<file path="src/rtl/inst_dec_pkg.sv">
// Shared definitions for the hxd32 decode/ALU control interface: select encodings,
// opcodes, immediate formats and the registered decode bundle.
package inst_dec_pkg;

    localparam int XLEN = 32;

    localparam logic [2:0] ALU_COMP_BEQ  = 3'b000;
    localparam logic [2:0] ALU_COMP_BNE  = 3'b001;
    localparam logic [2:0] ALU_COMP_NONE = 3'b010;
    localparam logic [2:0] ALU_COMP_BLT  = 3'b100;
    localparam logic [2:0] ALU_COMP_BGE  = 3'b101;
    localparam logic [2:0] ALU_COMP_BLTU = 3'b110;
    localparam logic [2:0] ALU_COMP_BGEU = 3'b111;

    localparam logic [2:0] ALU_OP_1_ADD  = 3'b000;
    localparam logic [2:0] ALU_OP_1_SLL  = 3'b001;
    localparam logic [2:0] ALU_OP_1_SLT  = 3'b010;
    localparam logic [2:0] ALU_OP_1_SLTU = 3'b011;
    localparam logic [2:0] ALU_OP_1_XOR  = 3'b100;
    localparam logic [2:0] ALU_OP_1_SRL  = 3'b101;
    localparam logic [2:0] ALU_OP_1_OR   = 3'b110;
    localparam logic [2:0] ALU_OP_1_AND  = 3'b111;

    localparam logic [1:0] ALU_A_RS1  = 2'b00;
    localparam logic [1:0] ALU_A_PC   = 2'b01;
    localparam logic [1:0] ALU_A_ZERO = 2'b10;

    localparam logic ALU_B_RS2 = 1'b0;
    localparam logic ALU_B_IMM = 1'b1;

    localparam logic [6:0] OPCODE_LOAD     = 7'b0000011;
    localparam logic [6:0] OPCODE_MISC_MEM = 7'b0001111;
    localparam logic [6:0] OPCODE_OP_IMM   = 7'b0010011;
    localparam logic [6:0] OPCODE_AUIPC    = 7'b0010111;
    localparam logic [6:0] OPCODE_STORE    = 7'b0100011;
    localparam logic [6:0] OPCODE_OP       = 7'b0110011;
    localparam logic [6:0] OPCODE_LUI      = 7'b0110111;
    localparam logic [6:0] OPCODE_BRANCH   = 7'b1100011;
    localparam logic [6:0] OPCODE_JALR     = 7'b1100111;
    localparam logic [6:0] OPCODE_JAL      = 7'b1101111;
    localparam logic [6:0] OPCODE_SYSTEM   = 7'b1110011;

    typedef enum logic [2:0] {
        IMM_I = 3'd0,
        IMM_S = 3'd1,
        IMM_B = 3'd2,
        IMM_U = 3'd3,
        IMM_J = 3'd4
    } imm_type_e;

    typedef struct packed {
        logic [XLEN-1:0] pc;
        logic [2:0]      comp_sel;
        logic            op_0_sel;
        logic [2:0]      op_1_sel;
        logic [1:0]      a_sel;
        logic            b_sel;
        logic [XLEN-1:0] imm;
        logic [4:0]      rs1_addr;
        logic [4:0]      rs2_addr;
        logic [4:0]      rd_addr;
        logic [2:0]      funct3;
        logic            rd_wr_en;
        logic            br_en;
        logic            jmp_en;
        logic            mem_rd_en;
        logic            mem_wr_en;
        logic            illegal;
    } dec_bundle_t;

endpackage

</file>
<file path="src/rtl/inst_dec_imm_gen.sv">
// Immediate generator: assembles the I/S/B/U/J immediate of an RV32I word and
// sign-extends it from inst[31] to XLEN.
module inst_dec_imm_gen
    import inst_dec_pkg::*;
(
    input  logic [31:0]     i_inst,
    input  imm_type_e       i_imm_type,
    output logic [XLEN-1:0] o_imm
);

    logic [31:0] w_imm32;
    logic        w_unused;

    // opcode bits never contribute to any immediate format
    assign w_unused = ^i_inst[6:0];

    always_comb begin
        w_imm32 = '0;
        case (i_imm_type)
            IMM_I:   w_imm32 = {{20{i_inst[31]}}, i_inst[31:20]};
            IMM_S:   w_imm32 = {{20{i_inst[31]}}, i_inst[31:25], i_inst[11:7]};
            IMM_B:   w_imm32 = {{19{i_inst[31]}}, i_inst[31], i_inst[7], i_inst[30:25],
                                i_inst[11:8], 1'b0};
            IMM_U:   w_imm32 = {i_inst[31:12], 12'b0};
            IMM_J:   w_imm32 = {{11{i_inst[31]}}, i_inst[31], i_inst[19:12], i_inst[20],
                                i_inst[30:21], 1'b0};
            default: w_imm32 = '0;
        endcase
    end

    assign o_imm = XLEN'($signed(w_imm32));

endmodule

</file>
<file path="src/rtl/inst_dec.sv">
// Registered RV32I decoder: decodes one fetched instruction per cycle into the
// ALU control bundle and holds it in a single output stage toward execute.
module inst_dec
    import inst_dec_pkg::*;
(
    input  logic            clk_i,
    input  logic            rst_i,
    input  logic            inst_valid_i,
    output logic            inst_ready_o,
    input  logic [31:0]     inst_data_i,
    input  logic [XLEN-1:0] inst_pc_i,
    input  logic            flush_i,
    output logic            dec_valid_o,
    input  logic            dec_ready_i,
    output logic [XLEN-1:0] dec_pc_o,
    output logic [2:0]      alu_comp_sel_o,
    output logic            alu_op_0_sel_o,
    output logic [2:0]      alu_op_1_sel_o,
    output logic [1:0]      alu_a_sel_o,
    output logic            alu_b_sel_o,
    output logic [XLEN-1:0] imm_data_o,
    output logic [4:0]      rs1_addr_o,
    output logic [4:0]      rs2_addr_o,
    output logic [4:0]      rd_addr_o,
    output logic [2:0]      funct3_o,
    output logic            rd_wr_en_o,
    output logic            br_en_o,
    output logic            jmp_en_o,
    output logic            mem_rd_en_o,
    output logic            mem_wr_en_o,
    output logic            illegal_o
);

    logic [6:0]      w_opcode;
    logic [2:0]      w_funct3;
    logic [6:0]      w_funct7;
    imm_type_e       w_imm_type;
    logic [XLEN-1:0] w_imm;
    dec_bundle_t     w_dec;
    logic            w_load;

    dec_bundle_t     r_bundle;
    logic            r_valid;

    assign w_opcode = inst_data_i[6:0];
    assign w_funct3 = inst_data_i[14:12];
    assign w_funct7 = inst_data_i[31:25];

    always_comb begin
        w_imm_type = IMM_I;
        case (w_opcode)
            OPCODE_STORE:              w_imm_type = IMM_S;
            OPCODE_BRANCH:             w_imm_type = IMM_B;
            OPCODE_LUI, OPCODE_AUIPC:  w_imm_type = IMM_U;
            OPCODE_JAL:                w_imm_type = IMM_J;
            default:                   w_imm_type = IMM_I;
        endcase
    end

    inst_dec_imm_gen u_imm_gen (
        .i_inst     (inst_data_i),
        .i_imm_type (w_imm_type),
        .o_imm      (w_imm)
    );

    always_comb begin
        w_dec          = '0;
        w_dec.pc       = inst_pc_i;
        w_dec.comp_sel = ALU_COMP_NONE;
        w_dec.op_1_sel = ALU_OP_1_ADD;
        w_dec.a_sel    = ALU_A_RS1;
        w_dec.b_sel    = ALU_B_RS2;
        w_dec.imm      = w_imm;
        w_dec.rs1_addr = inst_data_i[19:15];
        w_dec.rs2_addr = inst_data_i[24:20];
        w_dec.rd_addr  = inst_data_i[11:7];
        w_dec.funct3   = w_funct3;

        // opcodes all end in 2'b11, so compressed/invalid low bits fall to default
        case (w_opcode)
            OPCODE_OP: begin
                w_dec.op_1_sel = w_funct3;
                w_dec.rd_wr_en = 1'b1;
                if (w_funct7 == 7'b0100000) begin
                    if (w_funct3 == 3'b000 || w_funct3 == 3'b101) w_dec.op_0_sel = 1'b1;
                    else                                          w_dec.illegal  = 1'b1;
                end else if (w_funct7 != 7'b0000000) begin
                    w_dec.illegal = 1'b1;
                end
            end
            OPCODE_OP_IMM: begin
                w_dec.b_sel    = ALU_B_IMM;
                w_dec.op_1_sel = w_funct3;
                w_dec.rd_wr_en = 1'b1;
                if (w_funct3 == 3'b001 && w_funct7 != 7'b0000000) begin
                    w_dec.illegal = 1'b1;
                end else if (w_funct3 == 3'b101) begin
                    if (w_funct7 == 7'b0100000)      w_dec.op_0_sel = inst_data_i[30];
                    else if (w_funct7 != 7'b0000000) w_dec.illegal  = 1'b1;
                end
            end
            OPCODE_LUI: begin
                w_dec.a_sel    = ALU_A_ZERO;
                w_dec.b_sel    = ALU_B_IMM;
                w_dec.rd_wr_en = 1'b1;
            end
            OPCODE_AUIPC: begin
                w_dec.a_sel    = ALU_A_PC;
                w_dec.b_sel    = ALU_B_IMM;
                w_dec.rd_wr_en = 1'b1;
            end
            OPCODE_JAL: begin
                w_dec.a_sel    = ALU_A_PC;
                w_dec.b_sel    = ALU_B_IMM;
                w_dec.jmp_en   = 1'b1;
                w_dec.rd_wr_en = 1'b1;
            end
            OPCODE_JALR: begin
                w_dec.b_sel    = ALU_B_IMM;
                w_dec.jmp_en   = 1'b1;
                w_dec.rd_wr_en = 1'b1;
                w_dec.illegal  = (w_funct3 != 3'b000);
            end
            OPCODE_BRANCH: begin
                w_dec.comp_sel = w_funct3;
                w_dec.br_en    = 1'b1;
                w_dec.illegal  = (w_funct3 == 3'b010 || w_funct3 == 3'b011);
            end
            OPCODE_LOAD: begin
                w_dec.b_sel     = ALU_B_IMM;
                w_dec.mem_rd_en = 1'b1;
                w_dec.rd_wr_en  = 1'b1;
                w_dec.illegal   = (w_funct3 == 3'b011 || w_funct3 == 3'b110 ||
                                   w_funct3 == 3'b111);
            end
            OPCODE_STORE: begin
                w_dec.b_sel     = ALU_B_IMM;
                w_dec.mem_wr_en = 1'b1;
                w_dec.illegal   = (w_funct3 > 3'b010);
            end
            OPCODE_MISC_MEM: ;
            default: w_dec.illegal = 1'b1;
        endcase

        // illegal words still travel downstream so execute can raise the trap
        if (w_dec.illegal) begin
            w_dec.comp_sel  = ALU_COMP_NONE;
            w_dec.rd_wr_en  = 1'b0;
            w_dec.br_en     = 1'b0;
            w_dec.jmp_en    = 1'b0;
            w_dec.mem_rd_en = 1'b0;
            w_dec.mem_wr_en = 1'b0;
        end
        if (w_dec.rd_addr == 5'd0) w_dec.rd_wr_en = 1'b0;
    end

    assign inst_ready_o = !r_valid || dec_ready_i;
    assign w_load       = inst_valid_i && inst_ready_o;

    always_ff @(posedge clk_i or posedge rst_i) begin
        if (rst_i) begin
            r_valid           <= 1'b0;
            r_bundle          <= '0;
            r_bundle.comp_sel <= ALU_COMP_NONE;
        end else if (flush_i) begin
            r_valid <= 1'b0;
        end else if (w_load) begin
            r_valid  <= 1'b1;
            r_bundle <= w_dec;
        end else if (dec_ready_i) begin
            r_valid <= 1'b0;
        end
    end

    assign dec_valid_o    = r_valid;
    assign dec_pc_o       = r_bundle.pc;
    assign alu_comp_sel_o = r_bundle.comp_sel;
    assign alu_op_0_sel_o = r_bundle.op_0_sel;
    assign alu_op_1_sel_o = r_bundle.op_1_sel;
    assign alu_a_sel_o    = r_bundle.a_sel;
    assign alu_b_sel_o    = r_bundle.b_sel;
    assign imm_data_o     = r_bundle.imm;
    assign rs1_addr_o     = r_bundle.rs1_addr;
    assign rs2_addr_o     = r_bundle.rs2_addr;
    assign rd_addr_o      = r_bundle.rd_addr;
    assign funct3_o       = r_bundle.funct3;
    assign rd_wr_en_o     = r_bundle.rd_wr_en;
    assign br_en_o        = r_bundle.br_en;
    assign jmp_en_o       = r_bundle.jmp_en;
    assign mem_rd_en_o    = r_bundle.mem_rd_en;
    assign mem_wr_en_o    = r_bundle.mem_wr_en;
    assign illegal_o      = r_bundle.illegal;

endmodule

</file>
<file path="config.mk">
export PLATFORM = sky130hd
export DESIGN_NAME = inst_dec
export DESIGN_NICKNAME = d
export VERILOG_FILES = /design/src/rtl/inst_dec_pkg.sv /design/src/rtl/inst_dec_imm_gen.sv /design/src/rtl/inst_dec.sv
export SDC_FILE = /design/constraint.sdc
export NUM_CORES = 1
export LEC_CHECK = 0
export CAP_MARGIN = 20
export CORE_ASPECT_RATIO = 0.5
export CORE_MARGIN = 4
export CORE_UTILIZATION = 48
export CTS_CLUSTER_DIAMETER = 120
export DETAILED_ROUTE_END_ITERATION = 10
export PLACE_DENSITY = 0.82
export SYNTH_ARGS = -nofsm -noshare
export SYNTH_HDL_FRONTEND = slang
export SYNTH_HIERARCHICAL = 1
export SYNTH_SLANG_ARGS = --single-unit
</file>
<file path="constraint.sdc">
create_clock -name clk_i -period 9.3 [get_ports clk_i]
set_clock_uncertainty 0.1 [all_clocks]
set_input_delay 1.395 -clock clk_i [delete_from_list [all_inputs] [get_ports clk_i]]
set_output_delay 1.395 -clock clk_i [all_outputs]
set_load 0.02 [all_outputs]
</file>
==> results.yml <==
worst_setup_path:
  critPathMaxFanout: 3
  reg2reg_setup_slack_ns: 7.26
  arrival_ns: 2.69
  cp-end-kind: "output port"
  start_kind: "primary input"
  required_ns: 7.81
  crit_type: "primary input to output port"
pwr:
  vdd_ir_drop_max_mv: 0.1053
  clkPwrFrac_pct: 31.9
  p_seq_share_pct: 42.1
  net-switching-power_w: 0.0003542
  power.density_nw_per_um2: 183.3
  switching_share_pct: 29.00
  p_comb_share_pct: 26.0
  leakage_nw: 3.110
  intPower_w: 0.0008669
clock_tree:
  cts_tree: "done"
  path_clk_slew_ns: 0.07
  cts-root-buf: "clkbuf_16"
  numCtsBuffers: 9
  htreeDepth: 3
  cts.repair.resized: 0
  cts_buffer_depth: 2
  cts_hold_buffers: 0
  clk_latency_ns: 0.34
  clock_sinks: 99
  cts_setup_buffers: 0
route:
  drc: 0
  first_pass_iters: 5
  first_iter_violations: 335
  wl_per_cell_um: 15.06
  via_count: 4298
  wirelength_um: 12850
  antenna_left: 0
  via_per_inst: 5.039
die:
  die_w_um: 146.9
  dieArea_um2: 11380
  rows: 25
  io_pins: 169
  core-area_um2: 9415
  initial_utilization_pct: 49.18
  die_h_um: 77.45
cells_and_area:
  drive_gt1_share_pct: 4.596
  syn2layout_area_growth_pct: 43.85
  seqCellArea_um2: 2479
  diodes: 0
  multi_input_area_um2: 1972
  nFillCells: 716
  final_nets: 783
synth:
  synth_top_area_share_pct: 52.96
  synth_top_cells_by_area: "dfrtp_1, nand2_1, nor2b_1"
  synth_fp_nets: 637
  syn-instance-count: 568
  yosysSeqAreaShare_pct: 53.53
  ys_async_sr_fraction_pct: 100.0
  syn_area_per_cell_um2: 8.153
  synth_cell_types: 52
  ys_warn_count: 6
  syn_area_um2: 4631
  yosys.area.top_type: "dfrtp_1"
  synth_ff_type: "dfrtp_1"
  synth_edf_count: 0
  synth-seq-cells: 99
placed_design:
  dp_hpwl_um: 8981
  port_buffers: 168
  gp_congestion: 0.8734
global_routing:
  grt_pass1_wl_um: 21690
  grt_max_degree: 99
  grt_pass1_vias: 4253
  gr-usage-all-layers_pct: 23.45
  grt-ovfl-total: 0
  grt_antenna_before_repair: 0
timing:
  report.final.setup_viol: 0
  tns_ns: 0
  rsz0062_at_grt: "false"
  min_period_ns: 4.185
  min_period_over_period_pct: 45.00
  whs_ns: 0.3717
  max-slew-margin-rel_pct: 33.86
  max_freq_mhz: 239.0
  drv_slew: 0
  tightest_slew_ns: 0.9921
  hold_violations: 0
run:
  maxCapViolations: 0
outcome:
  outcome: "completed"
hold_path:
  worstHoldPathType: "flip-flop to flip-flop"
[sequential cells by signal (all words and copies together) (netlist names), 2 cells and up]
| register | cells |
|---|---|
| dec_pc_o | 32 |
| imm_data_o | 32 |
| rd_addr_o | 5 |
| rs1_addr_o | 5 |
| rs2_addr_o | 5 |
| alu_comp_sel_o | 3 |
| alu_op_1_sel_o | 3 |
| funct3_o | 3 |
| alu_a_sel_o | 2 |
[power by group through the flow]
stage           logic, W  registers (W)  clock network (W)
3_3_place_gp    0.000314       0.000520                  0
5_1_grt         0.000341       0.000521           0.000418
6_report        0.000317       0.000514           0.000390
2_1_floorplan  0.0000837       0.000587                  0
3_5_place_dp    0.000319       0.000521                  0
4_1_cts         0.000320       0.000514           0.000397
[area by class of cell]
class | count | area share [%]
inverters | 5 | 0.3193
flip-flops and latches | 99 | 37.21
clock buffers | 11 | 3.494
repair buffers | 172 | 25.69
multi-input cells | 427 | 29.60
clock inverters | 4 | 1.146
well taps | 135 | 2.536
[synth_stat cells (all sizes together), types with 2 or more instances]
cell type and count:
nand3 3, nor2b 17, clkbuf 15, nand3b 2
o21ai 21, a21oi 19, dfrtp 98, nor2 18
nand2 292, inv 5, a32o 2, o2111ai 2
nand2b 8, nand4b 2, nor3 5, buf 22
o22ai 10, and2 3
[worst max-delay path: stages]
cell             delay, ns
clkdlybuf4s50_1       0.40
nor2b_1               0.26
inv_2                 0.08
clkdlybuf4s50_1       0.54
[worst paths after layout]
| kind | startpoint | end | cells after the start |
|---|---|---|---|
| worst max-delay path | dec_ready_i | inst_ready_o | 4 |
| worst min-delay path | dec_pc_o[13] | dec_pc_o[13] | 2 |
| worst max register to register | dec_valid_o | alu_a_sel_o[0] | 5 |
| worst min register to register | dec_pc_o[13] | dec_pc_o[13] | 2 |
| max in group asynchronous | rst_i | imm_data_o[4] | 3 |
| min in group asynchronous | rst_i | dec_pc_o[21] | 2 |
[layer usage]
metal  vias to the layer above  wire length, µm  GRT usage [%]
met5                         -                0              0
met4                         0              147          5.483
met3                        14              779          4.551
met2                       128             6153          39.61
met1                      2050             5766          31.69
li1                       2106                -              -
[placed cells by master, fill, tap and decap left out, types with 2 or more instances in the layout]
master             n
inv_1              3
nor2_1            18
buf_4              4
nor2b_1           16
o2111ai_1          2
o22ai_1           10
nand2b_1           7
nor3_2             2
a32o_1             2
nand3_1            2
o21ai_0           18
clkbuf_1           2
nand2_1          292
clkbuf_16          9
nor3_1             3
dfrtp_1           98
and2_1             2
nand3b_1           2
clkdlybuf4s50_1  168
a21oi_1           19
o21ai_1            3
nand4b_1           2
bufinv_16          2
[per-stage QoR]
stage | power (W) | util, % | setup slack [ns] | cells | cell area (µm²)
3_5_place_dp | 0.0008402 | 67.47 | 5.103 | 838 | 6352
6_report | 0.001221 | 70.75 | 5.115 | 853 | 6661
3_3_place_gp | 0.0008337 | 67.47 | 5.159 | 838 | 6352
2_1_floorplan | 0.0006708 | - | 5.216 | 568 | 4631
4_1_cts | 0.001231 | 70.75 | 5.111 | 853 | 6661
5_1_grt | 0.001280 | 70.75 | 5.056 | 853 | 6661
[cells by family after synthesis]
group                      after synthesis  synth area share (%)
adders and majority gates                1                0.2432
muxes                                    1                0.2162
and+or+nand+nor                        358                 32.86
AOI/OAI and AO/OA                       66                 8.863
buffers and inverters                   42                 4.107
DFF                                     99                 53.53
xor gates and xnor gates                 1                0.1892
(Power assumes the default switching activity.)
